**src/rtl/async_pkg.sv**
```systemverilog
// Shared types and constants for the clocked-to-asynchronous dual-rail link blocks.
package async_pkg;

    typedef enum logic [1:0] {
        IDLE = 2'd0,
        DATA = 2'd1,
        NULL = 2'd2
    } tx_state_t;

    localparam int RAIL_NUM = 2;
    localparam int RAIL_T   = 1;
    localparam int RAIL_F   = 0;

    localparam logic [15:0] ENC_TP = "TP";
    localparam logic [15:0] ENC_FP = "FP";

    // One-hot rail pair for a single data bit: true rail for 1, false rail for 0.
    function automatic logic [RAIL_NUM-1:0] rail_onehot(input logic bit_val);
        logic [RAIL_NUM-1:0] r;
        r = '0;
        if (bit_val) r[RAIL_T] = 1'b1;
        else         r[RAIL_F] = 1'b1;
        return r;
    endfunction

endpackage

```
**src/rtl/ack_sync.sv**
```systemverilog
// Two-flop synchronizer for a single asynchronous level entering the clk domain.
module ack_sync (
    input  logic clk,
    input  logic rst_n,
    input  logic din,
    output logic dout
);

    logic [1:0] sync_reg;

    always_ff @(posedge clk or negedge rst_n) begin
        if (!rst_n) begin
            sync_reg <= 2'b00;
        end else begin
            sync_reg <= {sync_reg[0], din};
        end
    end

    assign dout = sync_reg[1];

endmodule

```
**src/rtl/sync_tx.sv**
```systemverilog
// Synchronous-to-dual-rail transmitter: one word per handshake, two-phase or four-phase RZ.
module sync_tx
    import async_pkg::*;
#(
    parameter logic [15:0] ENC   = ENC_TP,
    parameter int          WIDTH = 1
) (
    input  logic                               clk,
    input  logic                               rst_n,
    input  logic                               in_valid,
    output logic                               in_ready,
    input  logic [WIDTH-1:0]                   in_data,
    output logic [WIDTH-1:0][RAIL_NUM-1:0]     out,
    input  logic                               ack_i,
    output logic                               busy
);

    logic                           ack_s;
    logic                           ack_ph_reg;
    tx_state_t                      state_reg;
    logic [WIDTH-1:0][RAIL_NUM-1:0] rails_reg;
    logic [WIDTH-1:0][RAIL_NUM-1:0] rails_accept;
    logic [WIDTH-1:0][RAIL_NUM-1:0] rails_exit;
    tx_state_t                      data_exit_state;
    logic                           settled;
    logic                           ack_moved;

    ack_sync u_ack_sync (
        .clk  (clk),
        .rst_n(rst_n),
        .din  (ack_i),
        .dout (ack_s)
    );

    generate
        if (ENC == ENC_TP) begin : g_tp
            for (genvar gi = 0; gi < WIDTH; gi++) begin : g_bit
                assign rails_accept[gi] = rails_reg[gi] ^ rail_onehot(in_data[gi]);
            end
            assign rails_exit      = rails_reg;
            assign data_exit_state = IDLE;
        end else if (ENC == ENC_FP) begin : g_fp
            for (genvar gi = 0; gi < WIDTH; gi++) begin : g_bit
                assign rails_accept[gi] = rail_onehot(in_data[gi]);
            end
            assign rails_exit      = '0;
            assign data_exit_state = NULL;
        end else begin : g_bad
            $error("sync_tx: ENC must be \"TP\" or \"FP\"");
            assign rails_accept    = '0;
            assign rails_exit      = '0;
            assign data_exit_state = IDLE;
        end
    endgenerate

    // ack_ph holds the ack level the FSM expects to see next time it is idle.
    // In FP it is 0 in IDLE/DATA and 1 in NULL, so both encodings share the
    // same "settled" and "ack moved" tests.
    assign settled   = (ack_s == ack_ph_reg);
    assign ack_moved = (ack_s != ack_ph_reg);

    assign in_ready = (state_reg == IDLE) && settled;
    assign busy     = (state_reg != IDLE);
    assign out      = rails_reg;

    always_ff @(posedge clk or negedge rst_n) begin
        if (!rst_n) begin
            state_reg  <= IDLE;
            ack_ph_reg <= 1'b0;
            rails_reg  <= '0;
        end else begin
            case (state_reg)
                IDLE: begin
                    if (in_valid && in_ready) begin
                        rails_reg <= rails_accept;
                        state_reg <= DATA;
                    end
                end
                DATA: begin
                    if (ack_moved) begin
                        ack_ph_reg <= ack_s;
                        rails_reg  <= rails_exit;
                        state_reg  <= data_exit_state;
                    end
                end
                NULL: begin
                    if (ack_moved) begin
                        ack_ph_reg <= ack_s;
                        state_reg  <= IDLE;
                    end
                end
                default: begin
                    state_reg <= IDLE;
                end
            endcase
        end
    end

endmodule

```
**config.mk**
```make
export PLATFORM = sky130hd
export DESIGN_NAME = sync_tx
export DESIGN_NICKNAME = d
export VERILOG_FILES = /design/src/rtl/async_pkg.sv /design/src/rtl/ack_sync.sv /design/src/rtl/sync_tx.sv
export SDC_FILE = /design/constraint.sdc
export NUM_CORES = 1
export LEC_CHECK = 0
export ABC_AREA = 1
export CORE_AREA = 5 5 42 44
export CTS_CLUSTER_SIZE = 30
export DETAILED_ROUTE_END_ITERATION = 12
export DIE_AREA = 0 0 47 49
export SLEW_MARGIN = 10
export SYNTH_ARGS = -nofsm -noshare
export SYNTH_HDL_FRONTEND = slang
export SYNTH_SLANG_ARGS = --single-unit
```
**constraint.sdc**
```tcl
create_clock -name clk -period 1.1 [get_ports clk]
set_clock_uncertainty 0.05 [all_clocks]
set_input_delay 0.11 -clock clk [delete_from_list [all_inputs] [get_ports clk]]
set_output_delay 0.11 -clock clk [all_outputs]
set_load 0.005 [all_outputs]
```
After elaboration in Yosys (flattened, before gate mapping)
Cells that the tools add are included.

Register bits: 7. Output and inout port bits: 4. Input port bits: 5. Word-level logic and storage cells: 24.

Bitwise operators: 1. Reductions and logical operators: 8. Equal/unequal tests: 6. Multiplexer cells: 5.

Operators with widths (number): AND reduction 2 bit (3); 2-to-1 mux 2 bit (2); inequality test 2 x 1 -> 1 bit, second input constant (2); case mux 2 bit (2 select lines) (1); == test 2 x 1 -> 1 bit, second input constant (1); == test 2 bit, second input constant (1); logical AND 1 bit (2); zero test 2 bit (1); 2-to-1 mux 1 bit (2); nonzero test 2 bit (1); OR reduction 2 bit (1); bitwise XOR 2 bit (1); == test 1 bit (1); inequality test 1 bit (1).

Logic depth before layout (Yosys ltp)
Gate-level depths: netlist of the first run.

Word-level depth: 5. Mapped depth: 6. Depth with buffers taken out: 6.

Cells and area by module
Synthesis of the first run repeated with hierarchy kept, for this count alone.

Cells, all modules: 33. Area, all modules: 264.0 µm².

By module, submodules not included: sync_tx (instances 1, cells each 31, area each 214.0 µm², seq. area each 100.1 µm²); ack_sync (instances 1, cells each 2, area each 50.0 µm², seq. area each 50.0 µm²).

Worst setup path before layout of the first run
No wires, ideal clock.

Path kind: register -> register. Start: reg u_ack_sync.sync_reg[1]. End: reg rails_reg (netlist bit out[0]). Required time: 0.932 ns. Cell stages (with the launch flop): 7. Library setup time: 0.118 ns. Arrival: 0.733 ns. Path slack: 0.199 ns. Clock period less this slack: 0.901 ns. Buffers on the path: 0. Cells stage by stage: dfrtp_1 > inv_1 > nand2_2 > nand2_2 > nand3_2 > nand2_1 > nand2_1.

Longest elaborated chain between the ends: 4.

Ends and longest elaborated chain: from (decl) (RTL line ack_sync.sv:9) `logic [1:0] sync_reg;`; from (signal assigned) (RTL line ack_sync.sv:15) `sync_reg <= {sync_reg[0], din};`; == test 1 bit (RTL line sync_tx.sv:59) `assign settled = (ack_s == ack_ph_reg);`; logical AND 1 bit (RTL line sync_tx.sv:62) `assign in_ready = (state_reg == IDLE) && settled;`; logical AND 1 bit (RTL line sync_tx.sv:74) `if (in_valid && in_ready) begin`; AND reduction 2 bit (no source line); to (signal assigned) (RTL line sync_tx.sv:75) `rails_reg <= rails_accept;`; to (signal assigned) (RTL line sync_tx.sv:82) `rails_reg <= rails_exit;`; to (decl) (RTL line sync_tx.sv:21) `logic [WIDTH-1:0][RAIL_NUM-1:0] rails_reg;`.

No other way between the ends. A chain may end at the register's enable or synchronous reset.

Worst setup path in the final report of the first run
Start: reg ack_ph_reg. End: out in_ready.

Longest elaborated chain between the ends: 2.

Ends and longest elaborated chain: from (decl) (RTL line sync_tx.sv:19) `logic ack_ph_reg;`; from (signal assigned) (RTL line sync_tx.sv:81) `ack_ph_reg <= ack_s;`; from (signal assigned) (RTL line sync_tx.sv:88) `ack_ph_reg <= ack_s;`; == test 1 bit (RTL line sync_tx.sv:59); logical AND 1 bit (RTL line sync_tx.sv:62); to (decl) (RTL line sync_tx.sv:11) `output logic in_ready,`.

No other way between the ends.

==> summary.md, run 1 <==
| Metric | Value |
|---|---|
| Worst IR drop on VDD | about 1.0 mV |
| Sequential share of power | 29.9% |
| Most frequent cells in the layout | nand2_1, buf_4, dfrtp_1, inv_1, clkdlybuf4s50_1 |
| # setup viols final | 1 |
| Worst rel slew slack | between 80% and 90% |
| Final core occ | between 30% and 40% |
| CTS tree | done |
| Setup TNS | -0.0932 ns |
| Worst R2R Start | ack_ph_reg$_DFFE_PN0P_ |
| R2R setup slack | about 0.050 ns |
| Clock power share | between 15 and 20% |
| Worst-path clk slew | 0.04 ns |
| First-pass detailed-route iteration total | 4 |
| Share of post-route cells with drive strength above 1 | about two fifths |
| Minimum clock period | between 1 and 1.5 ns |
| Vias in the first global route | 243 |
| Die Ht | between 40 and 50 µm |
| GRT Resource Usage Total | slightly below 6% |
| Worst-Margin Slew | between 0.2 and 0.3 ns |
| Final hold vios | 0 |
| Sw Share | between 30% and 40% |
| Largest cells by area after synthesis | dfrtp_1, nand2_1, inv_1 |
| CTS sink count | 6 |
| Failing checks | negative setup slack |
| Crit path from | ack_ph_reg$_DFFE_PN0P_ |
| Power Density | around 2500 nW/µm² |
| RSZ-0062 raised after global routing | true |
| Routed wire per std cell | approximately 7.8 µm |
| Via count | 258 |
| Core area | ~1400 µm² |
| FMAX | 838 MHz |
| Clk buf depth | 2 |
| CP Cell Sequence | inv_2 > nand2_2 > nand2_2 > inv_2 > nor2_1 > buf_2 |
| Syn Inst Count | 33 |
| Largest stage delay, worst path | approximately 0.38 ns |
| Sequential share of the synthesized area | a little under three fifths |
| Drt drc | 0 |
| Die X | roughly 47 µm |
| Antenna-violating nets left | 0 |
| Mean Syn Cell Area | just over 8 µm² |
| Syn Nets | 38 |
| Most common cell after layout, fill and taps aside | nand2_1 |
| P&R area growth vs syn | 67.1% |
| Combinational fraction of design power | about 53% |
| Min Hold Slack | 0.0553 ns |
| Syn Std Cell Area | 270 µm² |
| Gr ovfl total | 0 |
| Ant. Diodes | 0 |
| Port buffer count | 8 |
| Post-route clock period utilization | 108% |
| Worst path top cell family by delay | flip-flops |
| Fillcell total | 166 |
| Critical path data required time | ~0.94 ns |
| Hold crit path type | input pin to asynchronous set/reset pin |
| DR vias/cell | between 3 and 4 |
| Final worst slack | -0.0932 ns |
| Total CTS buffers | 3 |
| Seq cells post-synth | 6 |
| Initial antenna violation count | 0 |
| Critical-path maximum fanout | 2 |
| WP data arrival | 1.03 ns |
| Synth top area share | 55.6% |
| Status | finished, violations left |
| Pleak | 0.250 nW |
| CP Launch Type | register |
| Yosys warns | 0 |
| Initial Util | between 10% and 20% |
| H-tree lvl count | 1 |
| Largest net degree at the start of global routing | 7 |
| Reg2reg end | state_reg[0]$_DFFE_PN0P_ |
| Max Slew Vio Count | 0 |
| Worst-skew pair later-pin latency | approximately 0.24 ns |
| Worst r2r path cells | 7 |
| Yosys top cell by area | dfrtp_1 |
| Drt total wl | about 540 µm |
| Post-DP HPWL | 421 µm |
| Slowest CP cell | dfrtp_1 |
| Max-Cap Viols | 0 |
| CP endpoint kind | primary output |
| Routability cong. | around 0.57 |
| 1st-iter DRT viols | 4 |
| Psw | 0.361 mW |
| FP Rows | 14 |
| Cell internal pwr | 0.748 mW |
| Setup Crit Path Kind | register to primary output |
| Fin nets | 60 |
| CP Buf/Inv Count | 3 |
| Root buffer cell | clkbuf_4 |
| Distinct cells, synth | 9 |
| CTS Hold Bufs | 0 |
| Die Footprint | 2300 µm² |
| I/O pin total | 9 |
| First-pass GRT wire length | roughly 930 µm |
-- final cells by class --
class                           count  area [µm²]  area share (%)
Inverter                            7        26.3            5.82
Sequential cell                     6         150            33.2
Timing Repair Buffer               17         135            29.9
Tap cell                           16        20.0            4.43
Clock buffer                        3        22.5            4.99
Multi-Input combinational cell     20        97.6            21.6
-- metrics by stage --
stage                     setup WS [ns]  cell area, µm²  power (mW)  instances
after detailed placement         -0.235             415       0.899         63
after floorplan                   0.199             270       0.551         33
after global routing             -0.158             452        1.21         69
after global placement           -0.215             415       0.893         63
after CTS                        -0.101             440        1.09         68
final                           -0.0932             452        1.11         69
-- worst reg2reg max path, delay by kind of cell, from the launching register on --
kind	cells	cell delay (ns)
AND/OR/NAND/NOR	2	0.11
flip-flops	1	0.38
AO/OA/AOI/OAI	1	0.10
buffers and inverters	4	0.35
-- repair_timing --
action                                  CTS  global route
cloned                                    0             0
pin swaps                                 0             2
buffers inserted                          2             1
endpoints found under the setup margin    4             2
gates resized for setup                  10             3
-- metal layers --
metal	GRT usage, %	wire length (µm)	vias up
li1	-	-	139
met1	7.61	236	114
met2	6.79	259	5
met3	2.21	41	0
met4	5.53	0	0
met5	0	0	-
-- worst max path at each step --
| stage | to | slack (ns) | cells after the start |
|---|---|---|---|
| 2_1_floorplan | out[0]$_DFFE_PN0P_ | 0.20 | 6 |
| 3_3_place_gp | in_ready | -0.21 | 6 |
| 3_5_place_dp | in_ready | -0.23 | 6 |
| 4_1_cts | in_ready | -0.10 | 6 |
| 5_1_grt | in_ready | -0.16 | 6 |
| 6_report | in_ready | -0.09 | 6 |
-- synth_stat cells --
cell	instances
dfrtp_1	6
inv_1	6
inv_2	1
nand2_1	12
nand2_2	2
nand3_2	1
nand4_1	2
nor2_1	1
o21ai_1	2
-- power by group through the flow --
stage,Combinational (mW),Sequential (mW),Clock (mW)
2_1_floorplan,0.191,0.360,0
3_3_place_gp,0.549,0.344,0
3_5_place_dp,0.555,0.344,0
4_1_cts,0.555,0.330,0.203
5_1_grt,0.651,0.342,0.218
6_report,0.582,0.332,0.195
-- kinds of logic (layout without fill, tap and decap cells) --
group	Yosys count	count (layout)	synth area share, %
and+or+nand+nor	18	18	31.0
DFF	6	6	55.6
buffers and inverters	7	27	9.72
AOI/OAI and AO/OA	2	2	3.70
No activity file was read; power rests on OpenSTA's default activity.
==> inputs of run 2 (changes only) <==
Settings changed: ABC_CLOCK_PERIOD_IN_PS set to 1100, SKIP_CTS_REPAIR_TIMING set to 1.
==> summary.md, run 2 (same netlist as run 1, synthesis figures left out) <==
| Metric | Value |
|---|---|
| Fin nets | 59 (was 60) |
| Routed wire per std cell | 7.54 µm (was 7.78 µm) |
| Dpl cells | 63 (unchanged) |
| GRT Resource Usage Total | 5.74% (was 5.81%) |
| Status | finished, violations left (unchanged) |
| P&R area growth vs syn | 71.3% (was 67.1%) |
| Ant. Diodes | 0 (unchanged) |
| Most common cell after layout, fill and taps aside | nand2_1 (unchanged) |
| Layout Cells excl Fill | 68 (was 69) |
| Worst-skew pair later-pin latency | 0.24 ns (about the same) |
| CP Launch Type | register (unchanged) |
| CTS tree | done (unchanged) |
| FP Rows | 14 (unchanged) |
| Fillcell total | 166 (unchanged) |
| Power Density | 2400 nW/µm² (was 2460 nW/µm²) |
| WP data arrival | 1.02 ns (was 1.03 ns) |
| H-tree lvl count | 1 (unchanged) |
| First-pass GRT wire length | 924 µm (was 931 µm) |
| Vias in the first global route | 239 (was 243) |
| Drt total wl | 513 µm (was 537 µm) |
| Critical-path maximum fanout | 3 (was 2) |
| Pleak | 0.278 nW (was 0.250 nW) |
| Port buffer count | 8 (unchanged) |
| DR vias/cell | 3.71 (was 3.74) |
| FMAX | 849 MHz (was 838 MHz) |
| Worst IR drop on VDD | 1.03 mV (was 1.04 mV) |
| Crit path from | u_ack_sync.sync_reg[1]$_DFF_PN0_ (was ack_ph_reg$_DFFE_PN0P_) |
| First-pass detailed-route iteration total | 1 (was 4) |
| Pwr Total | 1.11 mW (about the same) |
| Die Ht | 49 µm (unchanged) |
| Critical path data required time | 0.94 ns (about the same) |
| # setup viols final | 1 (unchanged) |
| Final worst slack | -0.0775 ns (was -0.0932 ns) |
| Max-Cap Viols | 0 (unchanged) |
| 1st-iter DRT viols | 0 (was 4) |
| Grt peak-use layer | met1 (unchanged) |
| Total CTS buffers | 3 (unchanged) |
| Failing checks | negative setup slack (unchanged) |
| Drt drc | 0 (unchanged) |
| Min Hold Slack | 0.0559 ns (was 0.0553 ns) |
| RSZ-0062 raised after global routing | true (unchanged) |
| Gr ovfl total | 0 (unchanged) |
| Worst-Margin Slew | 0.256 ns (was 0.253 ns) |
| Most frequent cells in the layout | nand2_1, buf_4, dfrtp_1, inv_1, clkdlybuf4s50_1 (unchanged) |
| Worst R2R Start | u_ack_sync.sync_reg[1]$_DFF_PN0_ (was ack_ph_reg$_DFFE_PN0P_) |
| Initial Util | 19.3% (unchanged) |
| Via count | 252 (was 258) |
| Post-DP HPWL | 421 µm (unchanged) |
| Max Slew Vio Count | 0 (unchanged) |
| Routability cong. | 0.574 (unchanged) |
| Setup TNS | -0.0775 ns (was -0.0932 ns) |
| Minimum clock period | 1.18 ns (was 1.19 ns) |
| Post-route clock period utilization | 107% (was 108%) |
| Core area | 1400 µm² (unchanged) |
| CTS sink count | 6 (unchanged) |
| Share of post-route cells with drive strength above 1 | 32.7% (was 39.6%) |
| Clk buf depth | 2 (unchanged) |
| CP endpoint kind | primary output (unchanged) |
| Final hold vios | 0 (unchanged) |
| Initial antenna violation count | 0 (unchanged) |
| Worst rel slew slack | 82.9% (was 83.1%) |
| Worst-path clk slew | 0.04 ns (about the same) |
| Met3 Usage GRT | 2.21% (unchanged) |
| Setup Crit Path Kind | register to primary output (unchanged) |
| I/O pin total | 9 (unchanged) |
| Largest net degree at the start of global routing | 7 (unchanged) |
| M2 GR Usage | 6.56% (was 6.79%) |
| Die X | 47 µm (unchanged) |
| Root buffer cell | clkbuf_4 (unchanged) |
| Antenna-violating nets left | 0 (unchanged) |
| Hold crit path type | input pin to asynchronous set/reset pin (unchanged) |
| Die Footprint | 2300 µm² (unchanged) |
| GR Util met1 | 7.61% (unchanged) |
run 2: worst paths after layout:
path,endpoint,slack (ns),cells after the start
max,in_ready,-0.08,6
min,u_ack_sync.sync_reg[1]$_DFF_PN0_,0.06,1
max reg2reg,out[0]$_DFFE_PN0P_,0.07,7
min reg2reg,u_ack_sync.sync_reg[1]$_DFF_PN0_,0.29,0
max in group asynchronous,out[0]$_DFFE_PN0P_,0.74,1
min in group clk,u_ack_sync.sync_reg[0]$_DFF_PN0_,0.26,1
run 2: area by class of cell:
type | instances | area (µm²) | area share [%]
Clock buffer | 3 | 22.5 | 4.86
Sequential cell | 6 | 150 | 32.4
Inverter | 7 | 26.3 | 5.68
Multi-Input combinational cell | 20 | 101 | 21.9
Timing Repair Buffer | 16 | 143 | 30.8
Tap cell | 16 | 20.0 | 4.32
run 2: metal layers:
layer / up-vias / wire length (µm)
met5: - / 0
met4: 0 / 0
met3: 0 / 41
met2: 5 / 230
met1: 108 / 241
li1: 139 / -
run 2: through the flow:
| stage | util (%) | worst slack (ns) | area, µm² |
|---|---|---|---|
| 4_1_cts | 31.3 | -0.496 | 438 |
| 5_1_grt | 33.0 | -0.156 | 463 |
| 3_5_place_dp | 29.6 | -0.235 | 415 |
| 2_1_floorplan | - | 0.199 | 270 |
| 3_3_place_gp | 29.6 | -0.215 | 415 |
| 6_report | 33.0 | -0.0775 | 463 |
run 2: critical path, stage by stage, from the launching register on:
cell	delay (ns)
dfrtp_1	0.38
inv_1	0.07
nand2_2	0.05
nand2_2	0.06
inv_2	0.04
nor2_1	0.07
buf_2	0.11
run 2: where the power goes:
| group | switching (mW) | internal (mW) |
|---|---|---|
| sequential | 0.0396 | 0.296 |
| combinational | 0.245 | 0.337 |
| clock | 0.0723 | 0.123 |
